File: config.mk
export PLATFORM = sky130hd
export DESIGN_NAME = exc_ctrl_flat
export DESIGN_NICKNAME = d
export VERILOG_FILES = /design/src/rtl/exc_ctrl_if.sv /design/src/rtl/exc_ctrl.sv /design/src/flat_wrapper.sv
export SDC_FILE = /design/constraint.sdc
export NUM_CORES = 1
export LEC_CHECK = 0
export ABC_AREA = 0
export ABC_CLOCK_PERIOD_IN_PS = 2600
export CORE_MARGIN = 2
export CORE_UTILIZATION = 30
export DETAILED_ROUTE_END_ITERATION = 7
export SKIP_LAST_GASP = 1
export SYNTH_ARGS = -nofsm -noshare
export SYNTH_HDL_FRONTEND = slang
export SYNTH_SLANG_ARGS = --single-unit
File: constraint.sdc
create_clock -name clk -period 2.6 [get_ports clk]
set_input_delay 0.65 -clock clk [delete_from_list [all_inputs] [get_ports clk]]
set_output_delay 0.65 -clock clk [all_outputs]
set_load 0.01 [all_outputs]
File: src/rtl/exc_ctrl_if.sv
// Commit-stage exception bundle: instruction status and CP0 state flow in,
// while the CP0 exception write, the flush and the PC redirect flow out.
interface exc_ctrl_if;
  logic        m_valid;
  logic [31:0] m_pc;
  logic        m_in_ds;
  logic        m_eret;
  logic        m_exc_if_adel;
  logic        m_exc_ri;
  logic        m_exc_ov;
  logic        m_exc_sys;
  logic        m_exc_bp;
  logic        m_exc_adel;
  logic        m_exc_ades;
  logic [31:0] m_data_addr;
  logic [7:0]  intr_vect;
  logic [31:0] er_epc;
  logic        cp0w_we;
  logic        cp0w_exl;
  logic        cp0w_bd;
  logic [4:0]  cp0w_exc;
  logic [31:0] cp0w_epc;
  logic [31:0] cp0w_bva;
  logic        flush;
  logic        redirect_valid;
  logic [31:0] redirect_pc;

  // Pipeline side: drives commit status, consumes the controller's decisions.
  modport master (
    output m_valid, m_pc, m_in_ds, m_eret, m_exc_if_adel, m_exc_ri, m_exc_ov,
           m_exc_sys, m_exc_bp, m_exc_adel, m_exc_ades, m_data_addr,
           intr_vect, er_epc,
    input  cp0w_we, cp0w_exl, cp0w_bd, cp0w_exc, cp0w_epc, cp0w_bva,
           flush, redirect_valid, redirect_pc
  );

  // Controller side.
  modport slave (
    input  m_valid, m_pc, m_in_ds, m_eret, m_exc_if_adel, m_exc_ri, m_exc_ov,
           m_exc_sys, m_exc_bp, m_exc_adel, m_exc_ades, m_data_addr,
           intr_vect, er_epc,
    output cp0w_we, cp0w_exl, cp0w_bd, cp0w_exc, cp0w_epc, cp0w_bva,
           flush, redirect_valid, redirect_pc
  );
endinterface

File: src/rtl/exc_ctrl.sv
// Exception/ERET controller at the commit stage. Prioritises exception causes
// and interrupts, drives the CP0 exception write, flush and PC redirect.
// ERET is split over two cycles so EPC is sampled before it is written back.
module exc_ctrl #(
  parameter logic [31:0] EXC_VECTOR   = 32'hBFC00380,
  parameter int unsigned FLUSH_CYCLES = 3
) (
  input logic       clk,
  input logic       rst,
  exc_ctrl_if.slave bus
);

  typedef enum logic [1:0] {
    IDLE,
    ERET2,
    FLUSH
  } state_t;

  localparam logic [3:0] CNT_INIT   = 4'(FLUSH_CYCLES - 1);
  localparam bit         SINGLE_CYC = (FLUSH_CYCLES == 1);

  state_t      state;
  logic [3:0]  cnt;
  logic        int_pending;
  logic        sh_bd;
  logic [4:0]  sh_exc;
  logic [31:0] sh_bva;
  logic [31:0] epc_hold;

  logic        eff_valid;
  logic        int_hit;
  logic        exc_any;
  logic        exc_take;
  logic        eret_take;
  logic [4:0]  exc_code;
  logic [31:0] exc_bva;
  logic [31:0] exc_epc;

  logic        we;
  logic        exl;
  logic        bd;
  logic [4:0]  exc;
  logic [31:0] epc;
  logic [31:0] bva;
  logic        flush;
  logic        rv;
  logic [31:0] rpc;

  // Cause prioritisation for the instruction in the commit slot.
  always_comb begin
    eff_valid = bus.m_valid && (state == IDLE);
    int_hit   = int_pending || (bus.intr_vect != '0);
    exc_any   = 1'b1;
    exc_code  = '0;
    exc_bva   = sh_bva;
    if (int_hit) begin
      exc_code = 5'h00;
    end else if (bus.m_exc_if_adel) begin
      exc_code = 5'h04;
      exc_bva  = bus.m_pc;
    end else if (bus.m_exc_ri) begin
      exc_code = 5'h0a;
    end else if (bus.m_exc_ov) begin
      exc_code = 5'h0c;
    end else if (bus.m_exc_sys) begin
      exc_code = 5'h08;
    end else if (bus.m_exc_bp) begin
      exc_code = 5'h09;
    end else if (bus.m_exc_adel) begin
      exc_code = 5'h04;
      exc_bva  = bus.m_data_addr;
    end else if (bus.m_exc_ades) begin
      exc_code = 5'h05;
      exc_bva  = bus.m_data_addr;
    end else begin
      exc_any  = 1'b0;
    end
    exc_epc   = bus.m_in_ds ? (bus.m_pc - 32'd4) : bus.m_pc;
    exc_take  = eff_valid && exc_any;
    eret_take = eff_valid && bus.m_eret && !exc_any;
  end

  // Output bundle; reset forces everything quiet so an aborted ERET never writes CP0.
  always_comb begin
    we    = 1'b0;
    exl   = 1'b0;
    bd    = 1'b0;
    exc   = '0;
    epc   = '0;
    bva   = '0;
    flush = 1'b0;
    rv    = 1'b0;
    rpc   = '0;
    if (!rst) begin
      case (state)
        IDLE: begin
          if (exc_take) begin
            we    = 1'b1;
            exl   = 1'b1;
            bd    = bus.m_in_ds;
            exc   = exc_code;
            epc   = exc_epc;
            bva   = exc_bva;
            flush = 1'b1;
            rv    = 1'b1;
            rpc   = EXC_VECTOR;
          end else if (eret_take) begin
            flush = 1'b1;
          end
        end
        ERET2: begin
          we    = 1'b1;
          bd    = sh_bd;
          exc   = sh_exc;
          epc   = epc_hold;
          bva   = sh_bva;
          flush = 1'b1;
          rv    = 1'b1;
          rpc   = epc_hold;
        end
        FLUSH: begin
          flush = 1'b1;
        end
        default: ;
      endcase
    end
  end

  assign bus.cp0w_we        = we;
  assign bus.cp0w_exl       = exl;
  assign bus.cp0w_bd        = bd;
  assign bus.cp0w_exc       = exc;
  assign bus.cp0w_epc       = epc;
  assign bus.cp0w_bva       = bva;
  assign bus.flush          = flush;
  assign bus.redirect_valid = rv;
  assign bus.redirect_pc    = rpc;

  // Sequencing, flush countdown, interrupt latch and shadow copies of CP0 writes.
  always_ff @(posedge clk) begin
    if (rst) begin
      state       <= IDLE;
      cnt         <= '0;
      int_pending <= 1'b0;
      sh_bd       <= 1'b0;
      sh_exc      <= '0;
      sh_bva      <= '0;
      epc_hold    <= '0;
    end else begin
      case (state)
        IDLE: begin
          if (exc_take) begin
            sh_bd       <= bus.m_in_ds;
            sh_exc      <= exc_code;
            sh_bva      <= exc_bva;
            int_pending <= 1'b0;
            cnt         <= CNT_INIT;
            state       <= SINGLE_CYC ? IDLE : FLUSH;
          end else begin
            int_pending <= (bus.intr_vect != '0);
            if (eret_take) begin
              epc_hold <= bus.er_epc;
              state    <= ERET2;
            end
          end
        end
        ERET2: begin
          cnt   <= CNT_INIT;
          state <= SINGLE_CYC ? IDLE : FLUSH;
        end
        FLUSH: begin
          if (cnt <= 4'd1) begin
            cnt   <= '0;
            state <= IDLE;
          end else begin
            cnt <= cnt - 4'd1;
          end
        end
        default: state <= IDLE;
      endcase
    end
  end

endmodule

File: src/flat_wrapper.sv
// flat-port wrapper written by rule: the top's interface ports become plain ports
module exc_ctrl_flat 
#(
  parameter logic [31:0] EXC_VECTOR   = 32'hBFC00380,
  parameter int unsigned FLUSH_CYCLES = 3
)
  (clk, rst, bus_m_valid, bus_m_pc, bus_m_in_ds, bus_m_eret, bus_m_exc_if_adel, bus_m_exc_ri, bus_m_exc_ov, bus_m_exc_sys, bus_m_exc_bp, bus_m_exc_adel, bus_m_exc_ades, bus_m_data_addr, bus_intr_vect, bus_er_epc, bus_cp0w_we, bus_cp0w_exl, bus_cp0w_bd, bus_cp0w_exc, bus_cp0w_epc, bus_cp0w_bva, bus_flush, bus_redirect_valid, bus_redirect_pc);
  exc_ctrl_if bus_i ();
  input logic clk;
  input logic rst;
  input wire logic [$bits(bus_i.m_valid)-1:0] bus_m_valid;
  input wire logic [$bits(bus_i.m_pc)-1:0] bus_m_pc;
  input wire logic [$bits(bus_i.m_in_ds)-1:0] bus_m_in_ds;
  input wire logic [$bits(bus_i.m_eret)-1:0] bus_m_eret;
  input wire logic [$bits(bus_i.m_exc_if_adel)-1:0] bus_m_exc_if_adel;
  input wire logic [$bits(bus_i.m_exc_ri)-1:0] bus_m_exc_ri;
  input wire logic [$bits(bus_i.m_exc_ov)-1:0] bus_m_exc_ov;
  input wire logic [$bits(bus_i.m_exc_sys)-1:0] bus_m_exc_sys;
  input wire logic [$bits(bus_i.m_exc_bp)-1:0] bus_m_exc_bp;
  input wire logic [$bits(bus_i.m_exc_adel)-1:0] bus_m_exc_adel;
  input wire logic [$bits(bus_i.m_exc_ades)-1:0] bus_m_exc_ades;
  input wire logic [$bits(bus_i.m_data_addr)-1:0] bus_m_data_addr;
  input wire logic [$bits(bus_i.intr_vect)-1:0] bus_intr_vect;
  input wire logic [$bits(bus_i.er_epc)-1:0] bus_er_epc;
  output wire logic [$bits(bus_i.cp0w_we)-1:0] bus_cp0w_we;
  output wire logic [$bits(bus_i.cp0w_exl)-1:0] bus_cp0w_exl;
  output wire logic [$bits(bus_i.cp0w_bd)-1:0] bus_cp0w_bd;
  output wire logic [$bits(bus_i.cp0w_exc)-1:0] bus_cp0w_exc;
  output wire logic [$bits(bus_i.cp0w_epc)-1:0] bus_cp0w_epc;
  output wire logic [$bits(bus_i.cp0w_bva)-1:0] bus_cp0w_bva;
  output wire logic [$bits(bus_i.flush)-1:0] bus_flush;
  output wire logic [$bits(bus_i.redirect_valid)-1:0] bus_redirect_valid;
  output wire logic [$bits(bus_i.redirect_pc)-1:0] bus_redirect_pc;
  assign bus_i.m_valid = bus_m_valid;
  assign bus_i.m_pc = bus_m_pc;
  assign bus_i.m_in_ds = bus_m_in_ds;
  assign bus_i.m_eret = bus_m_eret;
  assign bus_i.m_exc_if_adel = bus_m_exc_if_adel;
  assign bus_i.m_exc_ri = bus_m_exc_ri;
  assign bus_i.m_exc_ov = bus_m_exc_ov;
  assign bus_i.m_exc_sys = bus_m_exc_sys;
  assign bus_i.m_exc_bp = bus_m_exc_bp;
  assign bus_i.m_exc_adel = bus_m_exc_adel;
  assign bus_i.m_exc_ades = bus_m_exc_ades;
  assign bus_i.m_data_addr = bus_m_data_addr;
  assign bus_i.intr_vect = bus_intr_vect;
  assign bus_i.er_epc = bus_er_epc;
  assign bus_cp0w_we = bus_i.cp0w_we;
  assign bus_cp0w_exl = bus_i.cp0w_exl;
  assign bus_cp0w_bd = bus_i.cp0w_bd;
  assign bus_cp0w_exc = bus_i.cp0w_exc;
  assign bus_cp0w_epc = bus_i.cp0w_epc;
  assign bus_cp0w_bva = bus_i.cp0w_bva;
  assign bus_flush = bus_i.flush;
  assign bus_redirect_valid = bus_i.redirect_valid;
  assign bus_redirect_pc = bus_i.redirect_pc;
  exc_ctrl #(.EXC_VECTOR(EXC_VECTOR), .FLUSH_CYCLES(FLUSH_CYCLES)) u_core (.clk(clk), .rst(rst), .bus(bus_i));
endmodule
Word level (Yosys, flattened, before mapping):

Index checks and enable logic that the tools add are counted.

* logic and storage cells: 87
* register bits after elaboration: 77
* output and inout port bits: 106
* input port bits: 116

* $lt $le $gt $ge: 1
* bitwise operators: 1
* eq/ne operators: 5
* $add $sub $neg: 2
* muxes and demuxes: 57
* reductions and logical operators: 14

Operator list (count)
* 32-bit 2-to-1 mux: 15
* 32-bit case mux with 2 select lines: 3
* 5-bit 2-to-1 mux: 9
* 32-bit by 3-bit subtractor with 32-bit output (second input constant): 1
* 1-bit 2-to-1 mux: 18
* 4-bit case mux with 3 select lines: 1
* 5-bit case mux with 2 select lines: 1
* 4-bit 2-to-1 mux: 2
* 8-bit nonzero test: 1
* 2-bit 2-to-1 mux: 3
* 1-bit case mux with 2 select lines: 3
* 2-bit case mux with 3 select lines: 1
* 2-bit AND reduction: 3
* 4-bit by 1-bit less-or-equal comparator with 1-bit output (second input constant): 1
* 1-bit logical AND: 4
* 2-bit by 1-bit != test with 1-bit output (second input constant): 2
* 4-bit by 1-bit subtractor with 4-bit output (second input constant): 1
* 3-bit 2-to-1 mux: 1
* 3-bit by 1-bit != test with 1-bit output (second input constant): 1
* 3-bit AND reduction: 1
* 3-bit nonzero test: 1
* 2-bit by 1-bit equality test with 1-bit output (second input constant): 1
* 2-bit equality test (second input constant): 1
* 2-bit logical NOT: 1
* other kinds (4): 4

Logic depth before layout (Yosys ltp):

Gate-level depths: netlist of the first run.

* word-level depth: 14
* mapped depth: 9
* mapped depth without buffers: 8

Worst setup path before layout of the first run:

No wires, ideal clock.

* path type: input to output
* start point: input bus_m_in_ds
* end point: output bus_cp0w_epc[11]
* data arrival time: 2057 ps
* stages on the path: 6
* slack: -107 ps
* required time: 1950 ps
* cells stage by stage: buf_2 -> or3b_2 -> or4_1 -> xnor2_1 -> a22oi_1 -> nor2_1

* word-level cells in the longest chain between the ends: 4

Ends and longest elaborated chain
* from (decl): RTL line flat_wrapper.sv:13 `input wire logic [$bits(bus_i.m_in_ds)-1:0] bus_m_in_ds;`
* 32-bit 2-to-1 mux: RTL line exc_ctrl.sv:78 `exc_epc = bus.m_in_ds ? (bus.m_pc - 32'd4) : bus.m_pc;`
* 32-bit 2-to-1 mux: RTL line exc_ctrl.sv:97 `if (exc_take) begin`
* 32-bit case mux with 2 select lines: RTL line exc_ctrl.sv:95 `case (state)`
* 32-bit 2-to-1 mux: RTL line exc_ctrl.sv:94 `if (!rst) begin`
* to (decl): RTL line flat_wrapper.sv:29 `output wire logic [$bits(bus_i.cp0w_epc)-1:0] bus_cp0w_epc;`

Every way passes these cells.

Worst setup path after layout of the first run:

* start point: input bus_m_pc[14]
* end point: output bus_cp0w_epc[25]

* word-level cells in the longest chain between the ends: 5

Ends and longest elaborated chain
* from (decl): RTL line flat_wrapper.sv:12 `input wire logic [$bits(bus_i.m_pc)-1:0] bus_m_pc;`
* 32-bit by 3-bit subtractor with 32-bit output: RTL line exc_ctrl.sv:78
* 32-bit 2-to-1 mux: RTL line exc_ctrl.sv:78
* 32-bit 2-to-1 mux: RTL line exc_ctrl.sv:97
* 32-bit case mux with 2 select lines: RTL line exc_ctrl.sv:95
* 32-bit 2-to-1 mux: RTL line exc_ctrl.sv:94

Every way passes these cells.

==> results_dict.tcl, run 1 <==
set metrics [dict create \
    worst_hold_path_type "reg2reg" \
    power_mw 4.12 \
    ys_seq_elements 76 \
    crit_required_ns 1.95 \
    fin_cells 1310 \
    initial_core_util_pct 30.5 \
    coreArea_mm2 0.0172 \
    critPathCaptureType "output pin" \
    worstPathMaxFanout 2 \
    io_pins 222 \
    critPathLaunchType "input pin" \
    grt_pass1_wl_um 35400 \
    syn-cell-area_mm2 0.00524 \
    hold_viol 0 \
    power_density_mw_per_mm2 388 \
    grt_max_degree 46 \
    cts_buffers 9 \
    layout.cells.most_common "buf_4" \
    path_cells "buf_6 -> nor4_4 -> buf_4 -> nand4b_1 -> or4_4 -> xor2_2 -> o21ai_2 -> buf_2" \
    grt_pass1_vias 6439 \
    routedWlPerCell_um 18.2 \
    yosys_warnings 0 \
    synth-edff-count 0 \
    first_iter_violations 296 \
    slowest_delay_ns 0.48 \
    die_w_um 136 \
    ff_latch_area_mm2 0.00152 \
    synth_cell_types 65 \
    cts_max_path_buffers 2 \
    fin_skew_ns 0.00810 \
    reg2reg_slack_ns 0.41 \
    dpl.hpwl_um 15500 \
    ir_worst_vdd_v 0.000329 \
    gp_congestion 0.830 \
    worst_slack_ns -0.409 \
    fillers 1515 \
    clk_pin_slew_ns 0.06 \
    port_buffers 220 \
    final_cell_mix "165 x buf_4, 122 x nand2_1, 84 x buf_2" \
    synthArstFlopShare_pct 0 \
    worst_ep_arrival_time_ns 2.36 \
    fin_crit_ns 3.01 \
    syn_avg_cell_area_um2 7.92 \
    rsz0062_at_grt "yes" \
    crit_type "in2out" \
    final_nets 1203 \
    drive_gt1_share_pct 50.3 \
    crit_path_start "bus_m_pc[14]" \
    via_per_inst 5.01 \
    clkSinkCount 76 \
    groute.usage.overall_pct 24.6 \
    syn_inst 662 \
    synth_nets 785 \
    antennaDiodeCount 0 \
    die_height_um 136 \
    fp-row-count 48 \
    via_count 6568 \
    cp.buffers_inverters 3 \
    cts_max_level 3 \
    antenna_left 0 \
    fin_util_pct 61.7 \
    r2r-start "u_core.int_pending$_SDFFE_PP0P_" \
    clock_latency_ns 0.35 \
    synthFlopType "dfxtp_1" \
    dp.cells 1191 \
    fmax_mhz 332 \
    multi_input_area_mm2 0.00433 \
    violations "setup timing" \
    ys_seq_area_share_pct 29.0 \
    p_leak_nw 4.38 \
    fin_crit_sh_pct 116 \
    finalMaxSlewViolations 0 \
    root_buffer "clkbuf_16" \
    antenna_found_initial 0 \
    maxCapViolations 0 \
    first_pass_iters 5 \
    status "finished, violations left" \
    tns_ns -17.10 \
    cts_tree "done" \
    holdCritStartpoint "u_core.epc_hold[21]$_SDFFE_PP0P_" \
    drc 0 \
    report.final.setup_viol 83 \
    dieArea_mm2 0.0186 \
    cp_top_family "simple AND/OR/NAND/NOR gates" \
    crit_slowest_cell "or4_4" \
    syn_to_final_growth_pct 102 \
    grt_remaining_overflow 0 \
    wirelength_um 23800 \
]
flip-flops by register name (all words and copies together) (netlist names):
register            flops
u_core.sh_bva          32
u_core.int_pending      1
u_core.sh_bd            1
u_core.state            2
u_core.epc_hold        32
u_core.sh_exc           4
u_core.cnt              4
path summary, 6_finish.rpt:
check / depth (start not counted) / end
worst min register to register: 2 / u_core.epc_hold[21]$_SDFFE_PP0P_
worst min-delay path: 2 / u_core.epc_hold[21]$_SDFFE_PP0P_
worst max register to register: 14 / u_core.sh_bva[3]$_SDFFE_PP0N_
worst max-delay path: 8 / bus_cp0w_epc[25]
where the power goes:
| group | total [mW] | internal (mW) | switching [mW] |
|---|---|---|---|
| registers | 1.20 | 1.18 | 0.0147 |
| clock network | 1.52 | 0.990 | 0.528 |
| logic | 1.40 | 0.759 | 0.639 |
per-layer routing:
metal  part of all wire (%)  global-route usage [%]  vias up
li1                       -                       -     3197
met1                     44                    33.1     3151
met2                     49                    40.4      187
met3                    5.3                    4.40       33
met4                    1.9                    6.71        0
met5                      0                       0        -
final cells by class:
class / count / share of cell area, %
repair buffers: 455 / 38.4
multi-input cells: 529 / 40.8
clock inverters: 4 / 0.897
inverters: 9 / 0.389
flip-flops and latches: 76 / 14.4
well taps: 225 / 2.66
clock buffers: 12 / 2.42
Yosys cell counts (13+ instances only):
cell,n,area share (%)
a21oi_1,56,5.3
and2_1,20,2.4
clkbuf_1,21,1.5
dfxtp_1,76,29
mux2_2,24,5.2
mux2i_1,32,6.1
nand2_1,125,8.9
nor2_1,38,2.7
o21ai_0,20,1.9
o21ai_1,14,1.3
o2bb2ai_1,24,4.0
xnor2_1,13,2.2
xor2_1,14,2.3
tightest hold or removal path, stage by stage, from the launching register on:
cell and delay (ns):
dfxtp_1 0.30, nand2_1 0.05, a21oi_1 0.05
logic make-up (layout without fill, tap and decap cells):
group / Yosys count / after routing / synth area share (%)
compound gates: 179 / 179 / 22.4
xor+xnor: 27 / 27 / 4.51
fa+ha+maj: 7 / 7 / 1.67
buf+inv: 57 / 480 / 5.77
flops: 76 / 76 / 29.0
mux: 56 / 56 / 11.3
other cells: 1 / 1 / 0.0715
simple gates: 259 / 259 / 25.3
through the flow:
stage	hold WS, ns	area [um2]	worst slack (ns)
floorplan	0.427	5360	-0.0862
global placement	0.435	8710	-1.26
detailed placement	0.440	8710	-1.25
CTS	0.448	9970	-0.381
global route	0.472	10600	-0.470
finish	0.443	10600	-0.409
timing repair:
action                                 4_1_cts  5_1_grt
pin swaps                                   71       38
endpoints found under the hold margin        0        0
gates cloned                                 4        1
setup endpoints to repair                  105       98
buffers inserted                            84       24
resized for setup                          669      126
hold buffers                                 0        0
Power figures use the tool's default switching activity.
==> inputs of run 2 (changes only) <==
--- a/config.mk
+++ b/config.mk
@@ -6,11 +6,13 @@
 export NUM_CORES = 1
 export LEC_CHECK = 0
 export ABC_AREA = 0
-export ABC_CLOCK_PERIOD_IN_PS = 2600
+export ABC_CLOCK_PERIOD_IN_PS = 3300
 export CORE_MARGIN = 2
 export CORE_UTILIZATION = 30
+export CTS_CLUSTER_DIAMETER = 150
 export DETAILED_ROUTE_END_ITERATION = 7
 export SKIP_LAST_GASP = 1
+export SLEW_MARGIN = 20
 export SYNTH_ARGS = -nofsm -noshare
 export SYNTH_HDL_FRONTEND = slang
 export SYNTH_SLANG_ARGS = --single-unit
==> constraint.sdc (replaced) <==
create_clock -name clk -period 3.3 [get_ports clk]
set_input_delay 0.825 -clock clk [delete_from_list [all_inputs] [get_ports clk]]
set_output_delay 0.825 -clock clk [all_outputs]
set_load 0.01 [all_outputs]
==> results_dict.tcl, run 2 (synthesis results as in run 1) <==
set metrics [dict create \
    status "finished, violations left" \
    violations "setup timing" \
    busiest_layer "met2" \
    worst_hold_path_type "reg2reg" \
    worst_slack_ns -0.0678 \
    path_depth 8 \
    slowest_delay_ns 0.54 \
    final_cell_mix "134 x buf_4, 124 x nand2_1, 92 x clkdlybuf4s50_1" \
    report.final.setup_viol 1 \
    drc 0 \
    hold_viol 0 \
    crit_slowest_cell "or4_4" \
    globalRouteMet2Util_pct 37.8 \
    use_met3_pct 4.62 \
    p_int_mw 2.13 \
    largestRegisters "u_core.epc_hold x32, u_core.sh_bva x32" \
    p_switching_mw 0.865 \
    critPathCaptureType "output pin" \
    die_height_um 136 \
    dp.cells 1182 \
    crit_path_start "bus_m_pc[10]" \
    worst_ep_arrival_time_ns 2.54 \
    relSlewSlack_pct 66.0 \
    swShare_pct 28.9 \
    ir_worst_vdd_v 0.000219 \
    via_per_inst 4.98 \
    port_buffers 220 \
    wirelength_um 22400 \
    dieArea_mm2 0.0186 \
    fp-row-count 48 \
    rsz0062_at_grt "yes" \
    die_w_um 136 \
    routedWlPerCell_um 17.9 \
    comb_power_share_pct 29.8 \
    clk_pin_slew_ns 0.06 \
    groute.usage.overall_pct 23.4 \
    grt_use_met1_pct 31.4 \
    ff2ff_path_depth 10 \
    cts_max_path_buffers 2 \
    fin_cells 1250 \
    grt_remaining_overflow 0 \
    syn_to_final_growth_pct 81.6 \
    critPathLaunchType "input pin" \
    root_buffer "clkbuf_16" \
    maxCapViolations 0 \
    fillers 1655 \
    cts_buffers 9 \
    tightestPinTransition_ns 0.511 \
    final_nets 1143 \
    grt_max_degree 45 \
    worstReg2RegEnd "u_core.epc_hold[19]$_SDFFE_PP0P_" \
    path_cells "dlygate4sd2_1 -> nor2_4 -> nand4_1 -> buf_6 -> or4_4 -> xor2_2 -> o21ai_1 -> buf_2" \
    drive_gt1_share_pct 40.1 \
    cp_top_family "simple AND/OR/NAND/NOR gates" \
    io_pins 222 \
    cts_tree "done" \
    fin_skew_ns 0.00619 \
    clock_latency_ns 0.34 \
    layout.cells.most_common "buf_4" \
    power_density_mw_per_mm2 314 \
    fin_crit_sh_pct 102 \
    grt_pass1_wl_um 33600 \
    crit_type "in2out" \
    cts_hold_buf 0 \
    finalMaxSlewViolations 0 \
    fmax_mhz 297 \
    hold_path_depth 2 \
    first_iter_violations 296 \
    dpl.hpwl_um 15400 \
    antennaDiodeCount 0 \
    p_leak_nw 3.87 \
    fin_crit_ns 3.37 \
    crit_required_ns 2.47 \
    grt_pass1_vias 6139 \
    sequentialPowerShare_pct 31.6 \
    first_pass_iters 4 \
    worstPathMaxFanout 4 \
    fin_util_pct 55.4 \
    coreArea_mm2 0.0172 \
    reg2reg_slack_ns 0.98 \
    crit_path_end "bus_cp0w_epc[25]" \
    r2r-start "u_core.int_pending$_SDFFE_PP0P_" \
    antenna_left 0 \
    initial_core_util_pct 30.5 \
    gp_congestion 0.846 \
    clkSinkCount 76 \
    cp.buffers_inverters 3 \
    antenna_found_initial 0 \
    cts_max_level 3 \
    via_count 6230 \
    pwr-share-clk_pct 38.5 \
]
==> run 2: final cells by class <==
cell class / count / area (um2) / share of cell area [%]
multi-input combinational: 529 / 3920 / 41.1
inverter: 9 / 41.3 / 0.434
timing repair buffer: 395 / 3420 / 35.9
tap: 225 / 282 / 2.96
clock inverter: 7 / 115 / 1.21
clock buffer: 9 / 225 / 2.37
sequential: 76 / 1520 / 16.0
==> run 2: worst reg2reg max path, stage by stage, from the launching register on <==
cell	delay, ns
dfxtp_1	0.35
nor4_4	0.33
buf_4	0.17
nand4_4	0.12
buf_4	0.17
buf_4	0.12
buf_4	0.13
or3_1	0.38
buf_4	0.24
nand2_1	0.12
a21oi_1	0.06
==> run 2: power by group through the flow <==
stage / Clock (mW) / Combinational [mW] / Sequential [mW]
after CTS: 1.18 / 0.853 / 0.946
final: 1.15 / 0.893 / 0.947
after floorplan: 0 / 0.328 / 0.962
after global routing: 1.21 / 0.951 / 0.948
after global placement: 0 / 0.811 / 0.965
after detailed placement: 0 / 0.811 / 0.965
==> run 2: routing by layer <==
layer | share of wire [%] | wire length [um]
met3 | 6.0 | 1340
met4 | 1.8 | 396
met5 | 0 | 0
met2 | 47 | 10500
met1 | 45 | 10200
==> run 2: worst min-delay path by stage <==
stage / end / start / slack [ns]
floorplan: u_core.epc_hold[13]$_SDFFE_PP0P_ / u_core.epc_hold[13]$_SDFFE_PP0P_ / 0.43
detailed placement: u_core.epc_hold[26]$_SDFFE_PP0P_ / u_core.epc_hold[26]$_SDFFE_PP0P_ / 0.44
global route: u_core.epc_hold[26]$_SDFFE_PP0P_ / u_core.epc_hold[26]$_SDFFE_PP0P_ / 0.47
CTS: u_core.epc_hold[21]$_SDFFE_PP0P_ / u_core.epc_hold[21]$_SDFFE_PP0P_ / 0.45
global placement: u_core.epc_hold[19]$_SDFFE_PP0P_ / u_core.epc_hold[19]$_SDFFE_PP0P_ / 0.44
finish: u_core.epc_hold[7]$_SDFFE_PP0P_ / u_core.epc_hold[7]$_SDFFE_PP0P_ / 0.45
==> run 2: timing repair <==
| action | 4_1_cts | 5_1_grt |
|---|---|---|
| cloned | 2 | 1 |
| endpoints found under the setup margin | 85 | 88 |
| gates resized for setup | 478 | 110 |
| pin swaps | 38 | 27 |
| buffers inserted | 41 | 12 |
==> run 2: per-stage QoR <==
step | setup TNS, ns | hold WS, ns | setup WS [ns] | instance area (um2) | power (mW)
after global placement | -60.84 | 0.436 | -0.886 | 8450 | 1.78
after detailed placement | -59.35 | 0.445 | -0.908 | 8450 | 1.78
final | -0.0678 | 0.453 | -0.0678 | 9520 | 2.99
after floorplan | 0 | 0.427 | 0.243 | 5240 | 1.29
after global routing | -0.241 | 0.470 | -0.104 | 9520 | 3.11
after CTS | -0.292 | 0.453 | -0.181 | 9220 | 2.98
==> inputs of run 3 (changes only) <==
==> constraint.sdc (replaced) <==
create_clock -name clk -period 3.3 [get_ports clk]
set_input_delay 0.66 -clock clk [delete_from_list [all_inputs] [get_ports clk]]
set_output_delay 0.66 -clock clk [all_outputs]
set_load 0.01 [all_outputs]
==> results_dict.tcl, run 3 (synthesis results as in run 1) <==
set metrics [dict create \
    status "finished, violations left" \
    violations "setup timing" \
    critPathLaunchType "input pin" \
    p_int_mw 2.02 \
    die_w_um 136 \
    p_switching_mw 0.841 \
    fmax_mhz 303 \
    sequentialPowerShare_pct 33.1 \
    grt_max_degree 48 \
    critPathCaptureType "output pin" \
    drc 0 \
    root_buffer "clkbuf_16" \
    fp-row-count 48 \
    dpl.hpwl_um 15300 \
    clock_latency_ns 0.35 \
    antennaDiodeCount 0 \
    final_cell_mix "135 x buf_4, 124 x nand2_1, 109 x clkdlybuf4s50_1" \
    final_nets 1121 \
    gp_congestion 0.859 \
    routedWlPerCell_um 17.7 \
    comb_power_share_pct 28.2 \
    grt_remaining_overflow 0 \
    port_buffers 220 \
    antenna_left 0 \
    worst_hold_path_type "reg2reg" \
    antenna_found_initial 0 \
    io_pins 222 \
    pwr-share-clk_pct 38.7 \
    syn_to_final_growth_pct 76.8 \
    clkSinkCount 76 \
    crit_required_ns 2.64 \
    wirelength_um 21800 \
    coreArea_mm2 0.0172 \
    cts_buffers 9 \
    worstPathMaxFanout 4 \
    globalRouteMet2Util_pct 37.6 \
    die_height_um 136 \
    maxCapViolations 0 \
    clk_pin_slew_ns 0.06 \
    cts_tree "done" \
    ff_latch_area_mm2 0.00152 \
    report.final.setup_viol 1 \
    groute.usage.overall_pct 23.1 \
    use_met3_pct 4.40 \
    swShare_pct 29.4 \
    fin_crit_sh_pct 100 \
    grt_pass1_vias 6080 \
    cts_max_path_buffers 2 \
    worst_ep_arrival_time_ns 2.64 \
    largestRegisters "u_core.epc_hold x32, u_core.sh_bva x32" \
    p_leak_nw 4.00 \
    cts_max_level 3 \
    fillers 1670 \
    initial_core_util_pct 30.5 \
    grt_pass1_wl_um 33100 \
    fin_util_pct 54.0 \
    fin_skew_ns 0.00647 \
    layout.cells.most_common "buf_4" \
    first_iter_violations 282 \
    dieArea_mm2 0.0186 \
    power_mw 2.86 \
    first_pass_iters 5 \
    cts_hold_buf 0 \
    tns_ns -0.00497 \
    ir_worst_vdd_v 0.000257 \
    via_count 6172 \
    hold-worst-slack_ns 0.451 \
    fin_crit_ns 3.30 \
    grt_use_met1_pct 30.8 \
    crit_type "in2out" \
    rsz0062_at_grt "yes" \
    busiest_layer "met2" \
    worst_slack_ns -0.00497 \
    drive_gt1_share_pct 30.1 \
    multi_input_area_mm2 0.00371 \
    via_per_inst 5.03 \
    finalMaxSlewViolations 0 \
    power_density_mw_per_mm2 308 \
    hold_viol 0 \
]
-- run 3: area by class of cell --
| cell class | count | area share, % |
|---|---|---|
| Clock buffer | 9 | 2.43 |
| Clock inverter | 7 | 1.09 |
| Inverter | 9 | 0.391 |
| Multi-Input combinational cell | 529 | 40.0 |
| Sequential cell | 76 | 16.4 |
| Tap cell | 225 | 3.04 |
| Timing Repair Buffer | 373 | 36.7 |
-- run 3: layer usage --
metal / routed length, um / vias up / part of all wire (%)
met5: 0 / - / 0
met4: 412 / 0 / 1.9
met3: 1280 / 27 / 5.9
met2: 10200 / 193 / 47
met1: 9920 / 2932 / 46
li1: - / 3020 / -
-- run 3: power by group through the flow --
stage / clock (mW) / sequential (mW) / combinational, mW
2_1_floorplan: 0 / 0.962 / 0.328
3_3_place_gp: 0 / 0.965 / 0.794
3_5_place_dp: 0 / 0.965 / 0.795
4_1_cts: 1.13 / 0.945 / 0.806
5_1_grt: 1.16 / 0.948 / 0.872
6_report: 1.11 / 0.945 / 0.806
-- run 3: final timing paths --
check                                        start                                to  slack [ns]  depth (start not counted)
hold / removal    u_core.epc_hold[19]$_SDFFE_PP0P_  u_core.epc_hold[19]$_SDFFE_PP0P_        0.45                          2
hold reg to reg   u_core.epc_hold[19]$_SDFFE_PP0P_  u_core.epc_hold[19]$_SDFFE_PP0P_        0.45                          2
setup / recovery                      bus_m_pc[11]                  bus_cp0w_epc[25]      -0.005                          8
setup reg to reg   u_core.int_pending$_SDFFE_PP0P_     u_core.sh_bva[1]$_SDFFE_PP0N_        1.04                         13
-- run 3: through the flow --
stage	instance area, um2	worst slack (ns)	std cells
global route	9270	-0.114	1228
CTS	9130	-0.234	1220
global placement	8400	-0.561	1171
finish	9270	-0.00497	1228
detailed placement	8400	-0.565	1171
floorplan	5240	0.573	662
-- run 3: critical path, stage by stage --
cell and delay (ns):
clkdlybuf4s50_1 0.42, nor2_1 0.27, nand4_1 0.14, buf_4 0.18, or4_4 0.49, xor2_1 0.16
o21ai_1 0.17, buf_2 0.16
-- run 3: repair_timing --
item / 4_1_cts / 5_1_grt
endpoints found under the hold margin: 0 / 0
resized for setup: 215 / 78
gates cloned: 2 / 0
pin swaps: 20 / 19
setup endpoints to repair: 85 / 67
buffers inserted: 31 / 8
